### config.mk
export PLATFORM = sky130hd
export DESIGN_NAME = sort_loader
export DESIGN_NICKNAME = d
export VERILOG_FILES = /design/src/rtl/sort_loader.sv
export SDC_FILE = /design/constraint.sdc
export NUM_CORES = 1
export LEC_CHECK = 0
export CAP_MARGIN = 10
export CORE_MARGIN = 2
export CORE_UTILIZATION = 63
export CTS_CLUSTER_SIZE = 8
export DETAILED_ROUTE_END_ITERATION = 10
export DONT_BUFFER_PORTS = 1
export PLACE_DENSITY = 0.9
export SLEW_MARGIN = 30
export SYNTH_ARGS = -nofsm -noshare
export SYNTH_HDL_FRONTEND = slang
export SYNTH_SLANG_ARGS = --single-unit
### constraint.sdc
create_clock -name clk -period 3.7 [get_ports clk]
set_clock_uncertainty 0.1 [all_clocks]
set_input_delay 0.74 -clock clk [delete_from_list [all_inputs] [get_ports clk]]
set_output_delay 0.74 -clock clk [all_outputs]
set_load 0.05 [all_outputs]
### src/rtl/sort_loader.sv
// Stream-to-vector front end for the bitonic sorter: packs beats into a SIZE-wide
// vector, pads short packets, and delays valid/count to line up with the sorter output.
module sort_loader #(
    parameter int unsigned VALUE_BITS = 8,
    parameter int unsigned DEPTH      = 2,
    parameter int unsigned DIRECTION  = 0,
    parameter int unsigned LATENCY    = DEPTH * (DEPTH + 1) / 2,
    parameter int unsigned SIZE       = 1 << DEPTH
) (
    input  logic                         clk,
    input  logic                         rst,
    input  logic                         in_valid,
    output logic                         in_ready,
    input  logic [VALUE_BITS-1:0]        in_data,
    input  logic                         in_last,
    output logic                         vec_valid,
    output logic [SIZE*VALUE_BITS-1:0]   vec_data,
    output logic [DEPTH:0]               vec_count,
    output logic                         done_valid,
    output logic [DEPTH:0]               done_count
);

    localparam int unsigned CNT_W = DEPTH + 1;
    localparam logic [VALUE_BITS-1:0] PAD = (DIRECTION == 0) ? {VALUE_BITS{1'b1}} : '0;

    logic [DEPTH-1:0]       r_idx;
    logic [VALUE_BITS-1:0]  r_fill [SIZE];
    logic                   r_dly_valid [LATENCY];
    logic [DEPTH:0]         r_dly_count [LATENCY];

    logic                      w_beat;
    logic                      w_final;
    logic [SIZE*VALUE_BITS-1:0] w_vec;

    assign w_beat  = in_valid & in_ready;
    assign w_final = w_beat & ((r_idx == DEPTH'(SIZE - 1)) | in_last);

    // Completed vector: stored slots below idx, this beat at idx, pad above.
    always_comb begin
        w_vec = '0;
        for (int i = 0; i < SIZE; i++) begin
            if (DEPTH'(i) < r_idx) begin
                w_vec[i*VALUE_BITS +: VALUE_BITS] = r_fill[i];
            end else if (DEPTH'(i) == r_idx) begin
                w_vec[i*VALUE_BITS +: VALUE_BITS] = in_data;
            end else begin
                w_vec[i*VALUE_BITS +: VALUE_BITS] = PAD;
            end
        end
    end

    always_ff @(posedge clk) begin
        if (rst) begin
            in_ready  <= 1'b0;
            r_idx     <= '0;
            vec_valid <= 1'b0;
            vec_data  <= '0;
            vec_count <= '0;
            for (int i = 0; i < SIZE; i++) begin
                r_fill[i] <= '0;
            end
        end else begin
            in_ready  <= 1'b1;
            vec_valid <= 1'b0;
            if (w_final) begin
                vec_valid <= 1'b1;
                vec_data  <= w_vec;
                vec_count <= {1'b0, r_idx} + CNT_W'(1);
                r_idx     <= '0;
            end else if (w_beat) begin
                r_fill[r_idx] <= in_data;
                r_idx         <= r_idx + DEPTH'(1);
            end
        end
    end

    // Delay line tracking which sorter output cycle carries a real vector.
    always_ff @(posedge clk) begin
        if (rst) begin
            for (int i = 0; i < LATENCY; i++) begin
                r_dly_valid[i] <= 1'b0;
                r_dly_count[i] <= '0;
            end
        end else begin
            r_dly_valid[0] <= vec_valid;
            r_dly_count[0] <= vec_count;
            for (int i = 1; i < LATENCY; i++) begin
                r_dly_valid[i] <= r_dly_valid[i-1];
                r_dly_count[i] <= r_dly_count[i-1];
            end
        end
    end

    assign done_valid = r_dly_valid[LATENCY-1];
    assign done_count = r_dly_count[LATENCY-1];

endmodule

==> impl_metrics.toml <==
[logic_synthesis]
synth_flop_cell = "dfxtp_1"
ys_types = 30
syn_avg_cell_area_sq_um = 11.9
synth.net_count = 254
ys_seq_area_frac = 0.614
yosysMostFrequentCell = "dfxtp_1"
synthTopCellsByCount = "51 x dfxtp_1, 24 x and2_1, 24 x edfxtp_1, 20 x nor2b_1"
synth.area.top_cells = "dfxtp_1 36%, edfxtp_1 25%, and2_1 5.3%"
netlist.area_leader.share = 0.360
synth_seq_cells = 75
synthCells = 238
synth_edf_count = 24
synth_largest_area_cell = "dfxtp_1"
ys_warn_count = 0
synth.cell_area_sq_um = 2840
synthArstFlopShare = 0

[final_layout]
nNetsFinal = 251
drive_gt1_frac = 0.113
final_area_sq_um = 3000
final_core_util = 0.690
num_antenna_cells = 0
area_growth_pct = 5.82

[sta]
finalHoldViolations = 0
final.setup.tns_ns = 0
fmax_mhz = 403
slew_viol_final = 0
period_needed_ns = 2.48
worst_slew_pin_slew_ns = 0.671
setup_violations = 0
rsz0062_at_grt = "false"
slew_headroom = 0.552
min_period_over_period = 0.671

[clock_network]
cts-resized-gates = 0
cts_tree = "built"
insertion_delay_ns = 0.35
htree_levels = 3
post_cts.repair.setup_buffers = 0
cts_max_path_buffers = 2
clkSlewWorstSetupHoldPaths_ns = 0.08
root_buffer = "clkbuf_8"
numCtsBuffers = 9
cts_hold_buf = 0
cts_sinks = 75

[hold_path]
hold_path_class = "reg2reg"
whs_path_depth = 1
min_to = "r_dly_count[0][4]$_SDFF_PP0_"
min_from = "r_dly_count[0][1]$_SDFF_PP0_"

[critical_path]
critPathArrivalTime_ns = 2.40
worst-path-max-fanout = 19
cp_data_required_time_ns = 3.61
r2r_cells = 4
r2r_slack_ns = 1.22
path_class = "reg2reg"
r2r-start = "r_idx[1]$_SDFFE_PP0P_"
worstSetupStartpointType = "flop"
critPathCaptureType = "flop"
reg2reg_to = "r_fill[1][4]$_SDFFCE_PN0P_"

[floorplan]
design.core.area_sq_um = 4350
io_pins = 53
die_h_um = 71.1
fp-row-count = 24
fp.dieW_um = 71.1
dieArea_sq_um = 5060
start_util = 0.652

[grt]
grt_pass1_wl_mm = 8.65
track_usage = 0.231
grt-ovfl-total = 0
grt_pass1_vias = 1742
gr-usage-met1 = 0.293
gr-max-usage-layer = "met2"
grt_use_met3 = 0.127
grt_use_met2 = 0.325
antenna_found_initial = 0
grt_max_degree = 30

[route]
drc = 0
drt-vias-per-instance = 6.02
wire_per_inst_um = 18.4
wl_mm = 5.37
ant_nets = 0
first_pass_iters = 4
vias = 1759
first_iter_violations = 127

[power_and_ir_drop]
power_density_nw_per_um2 = 533
ir_drop_mv = 0.358
p_leak_nw = 1.17

[place]
place_area_sq_um = 2830
dp_hpwl_mm = 3.57
gp_congestion = 0.768
numPortBuffers = 0

[status]
outcome = "completed"

[run]
max-cap-violations = 0
[metal layers]
layer  vias to the layer above  wire [um]
met5                         -          0
met3                        17        543
met4                         0        133
li1                        837          -
met2                        71       2370
met1                       834       2320
[worst max path at each step]
stage	to	depth (start not counted)	slack, ns	start
6_report	r_fill[1][4]$_SDFFCE_PN0P_	4	1.22	r_idx[1]$_SDFFE_PP0P_
5_1_grt	r_fill[1][3]$_SDFFCE_PN0P_	4	1.03	r_idx[1]$_SDFFE_PP0P_
4_1_cts	r_fill[1][4]$_SDFFCE_PN0P_	4	1.27	r_idx[1]$_SDFFE_PP0P_
3_5_place_dp	r_fill[1][1]$_SDFFCE_PN0P_	4	1.28	r_idx[0]$_SDFFE_PP0P_
3_3_place_gp	r_fill[1][1]$_SDFFCE_PN0P_	3	1.40	rst
2_1_floorplan	r_fill[1][0]$_SDFFCE_PN0P_	3	1.58	rst
[stage by stage]
stage,setup WS (ns),instances,total power [mW],hold WS [ns]
floorplan,1.58,238,1.05,0.314
global placement,1.40,276,1.06,0.316
detailed placement,1.28,276,1.07,0.321
CTS,1.27,292,1.61,0.335
global route,1.03,292,1.66,0.332
finish,1.22,292,1.60,0.338
[final cells by class]
type	instances	area [sq um]
fillers	315	1350
clock inverters	6	36.3
inverters	4	15.0
clock buffers	10	138
multi-input cells	143	992
well taps	52	65.1
flip-flops and latches	75	1740
repair buffers	2	15.0
[layout by cell type (no fill, tap or decap)]
cell type	n
or2_1	3
inv_6	1
o2bb2ai_1	16
nand3_1	2
a21oi_1	1
nor2b_1	20
nor2_2	1
edfxtp_1	24
mux2i_1	9
o21ai_0	8
a22o_1	10
clkbuf_8	10
inv_4	2
and2_1	24
o22ai_1	16
nand2b_1	1
nand2_1	10
nor4b_2	3
inv_1	1
ha_1	4
inv_2	3
or2_2	1
dfxtp_1	51
nor3_1	2
xnor2_1	1
buf_4	2
o211a_1	1
nor2_1	9
nand3b_2	1
clkinv_2	3
[report_power, final]
group	switching, mW	internal (mW)	total [mW]	leakage (nW)
Combinational	0.0449	0.0339	0.0788	0.406
Clock	0.293	0.261	0.554	0.0971
Sequential	0.0870	0.881	0.968	0.664
[flip-flops by register name (all words and copies together) (netlist names)]
name	cells
vec_data	32
vec_valid	1
r_fill	24
r_dly_count	9
r_idx	2
vec_count	3
in_ready	1
r_dly_valid	3
[kinds of logic after synthesis]
logic type               share of synthesized area
AO/OA/AOI/OAI                                0.135
XOR/XNOR                                   0.00309
adder cells (fa/ha/maj)                     0.0176
buffers and inverters                       0.0366
flip-flops                                   0.614
multiplexers                                0.0317
AND/OR/NAND/NOR                              0.162
[worst max-delay path, stage by stage (launching register included)]
cell	delay (ns)
dfxtp_1	0.40
ha_1	0.40
nor2_1	0.25
nor4b_2	0.58
or2_1	0.41
(Power assumes the default switching activity.)
